<file path="config.mk">
export PLATFORM = sky130hd
export DESIGN_NAME = rx_bd_fsm
export DESIGN_NICKNAME = d
export VERILOG_FILES = /design/src/rtl/rx_bd_fsm.sv
export SDC_FILE = /design/constraint.sdc
export NUM_CORES = 1
export LEC_CHECK = 0
export CAP_MARGIN = 20
export CORE_MARGIN = 4
export CORE_UTILIZATION = 50
export CTS_CLUSTER_DIAMETER = 40
export DETAILED_ROUTE_END_ITERATION = 8
export GPL_ROUTABILITY_DRIVEN = 0
export PLACE_DENSITY = 0.85
export SLEW_MARGIN = 20
export SYNTH_ARGS = -nofsm -noshare
export SYNTH_HDL_FRONTEND = slang
export SYNTH_SLANG_ARGS = --single-unit
</file>
<file path="constraint.sdc">
create_clock -name clk -period 3.4 [get_ports clk]
set_input_delay 0.51 -clock clk [delete_from_list [all_inputs] [get_ports clk]]
set_output_delay 0.51 -clock clk [all_outputs]
set_load 0.02 [all_outputs]
</file>
<file path="src/rtl/rx_bd_fsm.sv">
// Preamble/data boundary detector: finds the first break in an alternating preamble on hard symbols,
// confirms it over a window, then tracks payload length until end of packet.
module rx_bd_fsm #(
    parameter int unsigned WIN_W = 8,
    parameter int unsigned PRE_W = 8,
    parameter int unsigned LEN_W = 16
) (
    input  logic             clk,
    input  logic             rst,
    input  logic             cfg_qpsk,
    input  logic [PRE_W-1:0] cfg_min_pre,
    input  logic [WIN_W-1:0] cfg_window,
    input  logic [LEN_W-1:0] cfg_pkt_len,
    input  logic             sym_vld,
    input  logic             sym_i,
    input  logic             sym_q,
    input  logic             PD_flag,
    input  logic             disassert_BD,
    output logic             bd_init,
    output logic             bd_flag,
    output logic [1:0]       bd_sgn,
    output logic             bd_false,
    output logic             bd_done,
    output logic [1:0]       state
);

    typedef enum logic [1:0] {
        S_IDLE    = 2'd0,
        S_SEARCH  = 2'd1,
        S_CONFIRM = 2'd2,
        S_LOCKED  = 2'd3
    } state_t;

    state_t           r_state,   w_nxt_state;
    logic [PRE_W-1:0] r_alt_cnt, w_nxt_alt_cnt;
    logic [WIN_W-1:0] r_win_cnt, w_nxt_win_cnt;
    logic [LEN_W-1:0] r_pkt_cnt, w_nxt_pkt_cnt;
    logic             r_prev_i,  w_nxt_prev_i;
    logic             r_prev_q,  w_nxt_prev_q;
    logic             r_prev_ok, w_nxt_prev_ok;
    logic             r_bd_init, w_nxt_bd_init;
    logic             r_bd_flag, w_nxt_bd_flag;
    logic [1:0]       r_bd_sgn,  w_nxt_bd_sgn;
    logic             r_bd_false, w_nxt_bd_false;
    logic             r_bd_done, w_nxt_bd_done;

    logic             w_brk;
    logic [WIN_W-1:0] w_win_eff;
    logic [PRE_W-1:0] w_alt_inc;
    logic [LEN_W-1:0] w_pkt_inc;

    // In QPSK a break needs both rails to repeat; one repeating rail still counts as alternation.
    assign w_brk     = (sym_i == r_prev_i) && (!cfg_qpsk || (sym_q == r_prev_q));
    assign w_win_eff = (cfg_window == '0) ? WIN_W'(1) : cfg_window;
    assign w_alt_inc = (r_alt_cnt == '1) ? r_alt_cnt : r_alt_cnt + PRE_W'(1);
    assign w_pkt_inc = (r_pkt_cnt == '1) ? r_pkt_cnt : r_pkt_cnt + LEN_W'(1);

    always_ff @(posedge clk) begin
        if (rst) begin
            r_state    <= S_IDLE;
            r_alt_cnt  <= '0;
            r_win_cnt  <= '0;
            r_pkt_cnt  <= '0;
            r_prev_i   <= 1'b0;
            r_prev_q   <= 1'b0;
            r_prev_ok  <= 1'b0;
            r_bd_init  <= 1'b0;
            r_bd_flag  <= 1'b0;
            r_bd_sgn   <= 2'b00;
            r_bd_false <= 1'b0;
            r_bd_done  <= 1'b0;
        end else begin
            r_state    <= w_nxt_state;
            r_alt_cnt  <= w_nxt_alt_cnt;
            r_win_cnt  <= w_nxt_win_cnt;
            r_pkt_cnt  <= w_nxt_pkt_cnt;
            r_prev_i   <= w_nxt_prev_i;
            r_prev_q   <= w_nxt_prev_q;
            r_prev_ok  <= w_nxt_prev_ok;
            r_bd_init  <= w_nxt_bd_init;
            r_bd_flag  <= w_nxt_bd_flag;
            r_bd_sgn   <= w_nxt_bd_sgn;
            r_bd_false <= w_nxt_bd_false;
            r_bd_done  <= w_nxt_bd_done;
        end
    end

    always_comb begin
        w_nxt_state    = r_state;
        w_nxt_alt_cnt  = r_alt_cnt;
        w_nxt_win_cnt  = r_win_cnt;
        w_nxt_pkt_cnt  = r_pkt_cnt;
        w_nxt_prev_i   = r_prev_i;
        w_nxt_prev_q   = r_prev_q;
        w_nxt_prev_ok  = r_prev_ok;
        w_nxt_bd_init  = 1'b0;
        w_nxt_bd_flag  = r_bd_flag;
        w_nxt_bd_sgn   = r_bd_sgn;
        w_nxt_bd_false = 1'b0;
        w_nxt_bd_done  = 1'b0;

        if (!PD_flag || disassert_BD) begin
            // Both aborts clear everything; they differ only in the landing state.
            w_nxt_state   = PD_flag ? S_SEARCH : S_IDLE;
            w_nxt_alt_cnt = '0;
            w_nxt_win_cnt = '0;
            w_nxt_pkt_cnt = '0;
            w_nxt_prev_i  = 1'b0;
            w_nxt_prev_q  = 1'b0;
            w_nxt_prev_ok = 1'b0;
            w_nxt_bd_flag = 1'b0;
            w_nxt_bd_sgn  = 2'b00;
        end else begin
            if (sym_vld && (r_state != S_IDLE)) begin
                w_nxt_prev_i  = sym_i;
                w_nxt_prev_q  = sym_q;
                w_nxt_prev_ok = 1'b1;
            end
            unique case (r_state)
                S_IDLE: begin
                    w_nxt_state = S_SEARCH;
                end
                S_SEARCH: begin
                    if (sym_vld && r_prev_ok) begin
                        if (!w_brk) begin
                            w_nxt_alt_cnt = w_alt_inc;
                        end else if (r_alt_cnt >= cfg_min_pre) begin
                            w_nxt_state   = S_CONFIRM;
                            w_nxt_win_cnt = WIN_W'(1);
                            w_nxt_bd_sgn  = {sym_q & cfg_qpsk, sym_i};
                            w_nxt_bd_init = 1'b1;
                        end else begin
                            w_nxt_alt_cnt = '0;
                        end
                    end
                end
                S_CONFIRM: begin
                    // A break outranks a window completing on the same symbol.
                    if (sym_vld) begin
                        if (w_brk) begin
                            w_nxt_state    = S_SEARCH;
                            w_nxt_alt_cnt  = '0;
                            w_nxt_bd_false = 1'b1;
                        end else if (r_win_cnt >= w_win_eff) begin
                            w_nxt_state   = S_LOCKED;
                            w_nxt_bd_flag = 1'b1;
                            w_nxt_pkt_cnt = '0;
                        end else begin
                            w_nxt_win_cnt = r_win_cnt + WIN_W'(1);
                        end
                    end
                end
                S_LOCKED: begin
                    if (sym_vld) begin
                        if ((cfg_pkt_len != '0) && (w_pkt_inc >= cfg_pkt_len)) begin
                            w_nxt_state   = S_SEARCH;
                            w_nxt_bd_flag = 1'b0;
                            w_nxt_bd_done = 1'b1;
                            w_nxt_alt_cnt = '0;
                            w_nxt_prev_ok = 1'b0;
                        end else begin
                            w_nxt_pkt_cnt = w_pkt_inc;
                        end
                    end
                end
                default: begin
                    w_nxt_state = S_IDLE;
                end
            endcase
        end
    end

    assign bd_init  = r_bd_init;
    assign bd_flag  = r_bd_flag;
    assign bd_sgn   = r_bd_sgn;
    assign bd_false = r_bd_false;
    assign bd_done  = r_bd_done;
    assign state    = r_state;

endmodule

</file>
# Word-level counts from Yosys, hierarchy flattened

Cells that the tools add are included.

$add $sub $neg: 3
$lt $le $gt $ge: 3
Eq/ne operators: 27
Muxes and demuxes: 48
Bitwise logic cells: 7
Reduce and logical (&&, ||, !) cells: 25

Operators with widths:

| cell                                          | number |
|---|---|
| 2-to-1 mux 8 bit                              | 15 |
| 2-to-1 mux 16 bit                             | 6 |
| one-hot mux 16 bit (2 select lines)           | 1 |
| != test 3 bit, second input constant          | 8 |
| one-hot mux 8 bit (3 select lines)            | 1 |
| != test 2 bit, second input constant          | 11 |
| 2-to-1 mux 2 bit                              | 9 |
| adder 16 x 1 -> 16 bit, second input constant | 1 |
| adder 8 x 1 -> 8 bit, second input constant   | 2 |
| equality test 16 bit, second input constant   | 1 |
| >= comparator 16 bit                          | 1 |
| >= comparator 8 bit                           | 2 |
| one-hot mux 8 bit (2 select lines)            | 1 |
| nonzero test 16 bit                           | 1 |
| AND reduction 7 bit                           | 2 |
| 2-to-1 mux 1 bit                              | 13 |
| AND reduction 6 bit                           | 2 |
| equality test 8 bit, second input constant    | 1 |
| zero test 8 bit                               | 1 |
| one-hot mux 2 bit (4 select lines)            | 1 |
| AND reduction 8 bit                           | 1 |
| OR reduction 4 bit                            | 2 |
| NOT 1 bit                                     | 6 |
| nonzero test 2 bit                            | 3 |
| 14 further kinds                              | 21 |

Register bits after elaboration: 43
Logic and storage cells: 125

# Longest topological paths before layout

Depth in word-level cells: 8
Mapped depth: 16

# Worst setup path after synthesis

No wires, ideal clock.

Path kind: register to register
Start point: register r_pkt_cnt[0]
End point: register r_alt_cnt[2]
Setup time: 0.117 ns
Data arrival time: 3.157 ns
Data required time: 3.283 ns
Slack: 0.125 ns
Stages on the path, launching flop included: 15
Clock period less this slack: 3.275 ns
Cell sequence: dfxtp_1 ha_1 nand4_1 nor4_4 nand4_4 xnor2_1 ha_1 nand2b_4 a2111o_1 a311oi_2 and2_1 o22ai_1 buf_2 and2_4 a32o_1

Longest elaborated chain between the ends: 6
Elaborated cells on any way between the ends: 7
Those cells by class: 1 x add/sub; 1 x order compare; 2 x eq/ne; 1 x mux; 2 x reduce/logical

RTL lines:

| element                                                        | RTL line | RTL |
|---|---|---|
| from (decl)                                                    | 37       | `logic [LEN_W-1:0] r_pkt_cnt, w_nxt_pkt_cnt;` |
| from (signal assigned)                                         | 76       | `r_pkt_cnt <= w_nxt_pkt_cnt;` |
| adder 16 x 1 -> 16 bit or equality test 16 bit (tied branches) | 56       | `assign w_pkt_inc = (r_pkt_cnt == '1) ? r_pkt_cnt : r_pkt_cnt + LEN_W'(1);` |
| 2-to-1 mux 16 bit *                                            | 56       |  |
| >= comparator 16 bit *                                         | 155      | `if ((cfg_pkt_len != '0) && (w_pkt_inc >= cfg_pkt_len)) begin` |
| logical AND 1 bit *                                            | 155      |  |
| != test 2 bit (no source line) *                               | n/a      |  |
| AND reduction 8 bit (no source line) *                         | n/a      |  |
| to (signal assigned)                                           | 74       | `r_alt_cnt <= w_nxt_alt_cnt;` |
| to (decl)                                                      | 35       | `logic [PRE_W-1:0] r_alt_cnt, w_nxt_alt_cnt;` |

Every way passes the cells marked *; elsewhere a longest branch is shown, timed or not.
A chain may end at the register's enable or synchronous reset.

# Worst setup path after layout

Start point: register r_pkt_cnt[1]
End point: register r_pkt_cnt[4]

Longest elaborated chain between the ends: 6
Elaborated cells on any way between the ends: 10
Those cells by class: 1 x add/sub; 1 x order compare; 2 x eq/ne; 4 x mux; 2 x reduce/logical

RTL lines:

| element                                                        | RTL line |
|---|---|
| adder 16 x 1 -> 16 bit or equality test 16 bit (tied branches) | 56 |
| 2-to-1 mux 16 bit *                                            | 56 |
| >= comparator 16 bit                                           | 155 |
| logical AND 1 bit                                              | 155 |
| != test 2 bit (no source line)                                 | n/a |
| AND reduction 6 bit (no source line)                           | n/a |

Every way passes the cells marked *; elsewhere a longest branch is shown, timed or not. The select of a mux whose other input is x is not followed.

==> results <==
metrics by stage:
step	hold WS, ns	power [mW]	area (um2)
final	0.4741	1.060	4432
after CTS	0.4756	1.056	4275
after detailed placement	0.4652	0.6654	3995
after global placement	0.4400	0.6601	3995
after global routing	0.5116	1.105	4432
after floorplan	0.4719	0.5957	3352
area by class of cell:
class | instances | area, um2
Multi-Input combinational cell | 301 | 2384
Fill cell | 472 | 1991
Clock inverter | 1 | 30.03
Sequential cell | 43 | 867.1
Timing Repair Buffer | 89 | 824.5
Inverter | 42 | 157.7
Clock buffer | 6 | 72.57
Tap cell | 77 | 96.34
power groups by stage:
| stage | Sequential, mW | Combinational (mW) | Clock [mW] |
|---|---|---|---|
| after floorplan | 0.519 | 0.0766 | 0 |
| after global placement | 0.518 | 0.142 | 0 |
| after detailed placement | 0.518 | 0.147 | 0 |
| after CTS | 0.506 | 0.158 | 0.391 |
| after global routing | 0.507 | 0.182 | 0.416 |
| final | 0.506 | 0.165 | 0.388 |
layer usage:
layer  vias up  global-route usage [%]  share of wire, %  wire [um]
met4         0                   7.270               3.0        265
met2        91                   39.79                54       4803
met1      1576                   22.39                39       3456
li1       1610                       -                 -          -
met5         -                       0                 0          0
met3        25                   3.840               4.7        422
flip-flops by register name, indices dropped and copies added (netlist names):
| signal | count |
|---|---|
| bd_false | 1 |
| r_win_cnt | 8 |
| r_prev_i | 1 |
| bd_init | 1 |
| r_alt_cnt | 8 |
| r_prev_ok | 1 |
| state | 2 |
| bd_flag | 1 |
| r_pkt_cnt | 16 |
| r_prev_q | 1 |
| bd_sgn | 2 |
| bd_done | 1 |
what timing repair did:
item	in CTS	in global routing
setup endpoints to repair	23	29
resized for setup	15	24
pin swaps	11	22
setup buffers	14	7
path summary, 6_finish.rpt:
kind | start | endpoint | slack (ns)
worst max-delay path | r_pkt_cnt[1] | r_pkt_cnt[4] | -0.10
worst max register to register | r_pkt_cnt[1] | r_pkt_cnt[4] | -0.10
worst min-delay path | bd_sgn[1] | bd_sgn[1] | 0.47
worst min register to register | bd_sgn[1] | bd_sgn[1] | 0.47
worst register-to-register path, delay by kind of cell (launching register included):
kind	cells	cell delay, ns
simple gates	6	1.33
compound gates	4	0.99
fa+ha+maj	2	0.43
flops	1	0.36
xor+xnor	1	0.18
buf+inv	1	0.17
kinds of logic after synthesis:
logic type	synth area share [%]
XOR/XNOR	4.442
AND/OR/NAND/NOR	27.25
AO/OA/AOI/OAI	17.99
adder cells (fa/ha/maj)	15.30
flip-flops	25.68
buffers and inverters	7.129
multiplexers	2.202
cells in the final DEF (no fill, tap or decap), types with 4 or more instances in the layout:
master	instances
a21oi_1	15
a22o_1	12
a32o_1	5
and3_1	4
buf_4	34
buf_6	7
clkbuf_8	5
clkdlybuf4s50_1	47
dfxtp_1	38
dfxtp_2	5
ha_1	39
inv_1	40
mux2i_1	4
nand2_1	22
nand2_2	5
nand3_1	12
nand4_1	15
nor2_1	31
nor3_1	10
nor3b_1	4
nor4_1	10
o21ai_0	14
or2_2	4
xnor2_1	11
xor2_1	4
==> flow_summary_export.csv <==
group,metric,value,unit
job,drv_cap,0,
global_route,grt_usage,20.66,%
worst_setup_path,cp_top_family,"simple AND/OR/NAND/NOR gates",
power_and_ir_drop,combPwrFrac,15.6,%
sta,maxSlewViolCount,0,
yosys,ys_seq_elements,43,
detailed_routing,ant_nets,0,
power_and_ir_drop,leakage,1.936,nW
yosys,yosysMostFrequentCell,"dfxtp_1",
run_status,status,"finished with violations",
floorplanning,die_w,89.88,um
yosys,synth_cells,398,
yosys,synth_commonest_cells,"dfxtp_1 (43), ha_1 (41), inv_1 (40), nor2_1 (32), nand2_1 (27)",
yosys,yosysWarningCount,0,
sta,finalSetupViolCount,13,
yosys,synth_top_cell_by_area,"dfxtp_1",
clock_network,cts.sink_count,43,
yosys,synth_top_area_share,25.68,%
floorplanning,die-area,0.008078,mm2
global_route,antenna_found_initial,0,
global_route,grt_pass1_vias,3321,
sta,setup_ws,-0.1036,ns
yosys,syn_area_per_cell,8.422,um2
sta,finalSetupTns,-0.5538,ns
placed_design,dp_hpwl,6300,um
power_and_ir_drop,p_sw,0.2529,mW
worst_setup_path,worst_setup_path_start_kind,"register",
clock_network,ctsRootBufferMaster,"clkbuf_8",
worst_setup_path,crit_arrival,3.75,ns
power_and_ir_drop,sw_frac_of_total,23.87,%
power_and_ir_drop,p_int,0.8066,mW
clock_network,clockBufferDepth,2,
hold_path,holdPathStages,2,
worst_setup_path,cp_cell_sequence,"ha_4, nand4_1, nor4_4, nand4_4, xnor2_2, ha_1, nand2b_4, a2111o_1, a311oi_2, a21boi_2, buf_4, nand4b_1, nor3_1, a211o_1",
global_route,overflow,0,
clock_network,cts.hold.buffers_added,0,
sta,min_period,3.504,ns
floorplanning,fp.dieH,89.88,um
clock_network,cts_tree,"built",
floorplanning,initial_core_util,52.19,%
clock_network,cts.htree.levels,2,
cells_and_area,antenna_cells,0,
floorplanning,core,0.006422,mm2
power_and_ir_drop,peakVddDrop,174.9,uV
detailed_routing,drc,0,
cells_and_area,drive_above_1_share,22.20,%
sta,final-hold-violation-count,0,
sta,fmaxAchievable,285.4,MHz
power_and_ir_drop,pwr-share-clk,36.6,%
yosys,synth-edff-count,0,
worst_setup_path,reg2regPathDepth,14,
clock_network,numCtsBuffers,5,
sta,slew_headroom,63.13,%
placed_design,io_buffers,47,
detailed_routing,firstDrtPassIters,4,
power_and_ir_drop,power_density,239.1,mW/mm2
detailed_routing,wire_per_inst,16.01,um
worst_setup_path,end_kind,"register",
yosys,synth_ff_type,"dfxtp_1",
worst_setup_path,slowest_stage,"a2111o_1",
worst_setup_path,worst-path-buf-inv,1,
detailed_routing,drt-total-wl,8948,um
global_route,grt_start_max_net_pins,20,
placed_design,dp_slack,-0.2093,ns
sta,timing.final.crit_share,103.0,%
cells_and_area,area_growth,32.21,%
yosys,async_flop_share,0,%
yosys,yosys-top-cells-area,"dfxtp_1 (26%), ha_1 (15%), inv_1 (4.5%), nor2_1 (3.6%), xnor2_1 (3.4%)",
worst_setup_path,cp_num_cells,14,
sta,worstMarginPinSlew,0.5520,ns
clock_network,clk_transition_reported_paths,0.08,ns
cells_and_area,post_layout_nonfiller_instances,559,
placed_design,dp_cells,531,
cells_and_area,fin_nets,563,
sta,rsz0062_at_grt,"true",
power_and_ir_drop,pwr-share-seq,47.8,%
worst_setup_path,crit_required,3.65,ns
floorplanning,rows,29,
detailed_routing,viasPerCell,5.907,
cells_and_area,final_util,69.00,%
global_route,grt_pass1_wl,14350,um
floorplanning,pin_count,48,
yosys,syn_area,0.003352,mm2
worst_setup_path,worstPathMaxFanout,5,
run_status,violations,"negative setup slack",
clock_network,clk_latency,0.30,ns
detailed_routing,drt-initial-drc-count,156,
hold_path,hold_class,"reg -> reg",
yosys,ys_seq_area_share,25.68,%
detailed_routing,vias,3302,
worst_setup_path,max_stage_delay,0.39,ns
worst_setup_path,critical_path_class,"reg -> reg",
yosys,synth_fp_nets,479,
yosys,ys_types,71,
sta,finClkSkew,0.006396,ns
Power figures use the tool's default switching activity.
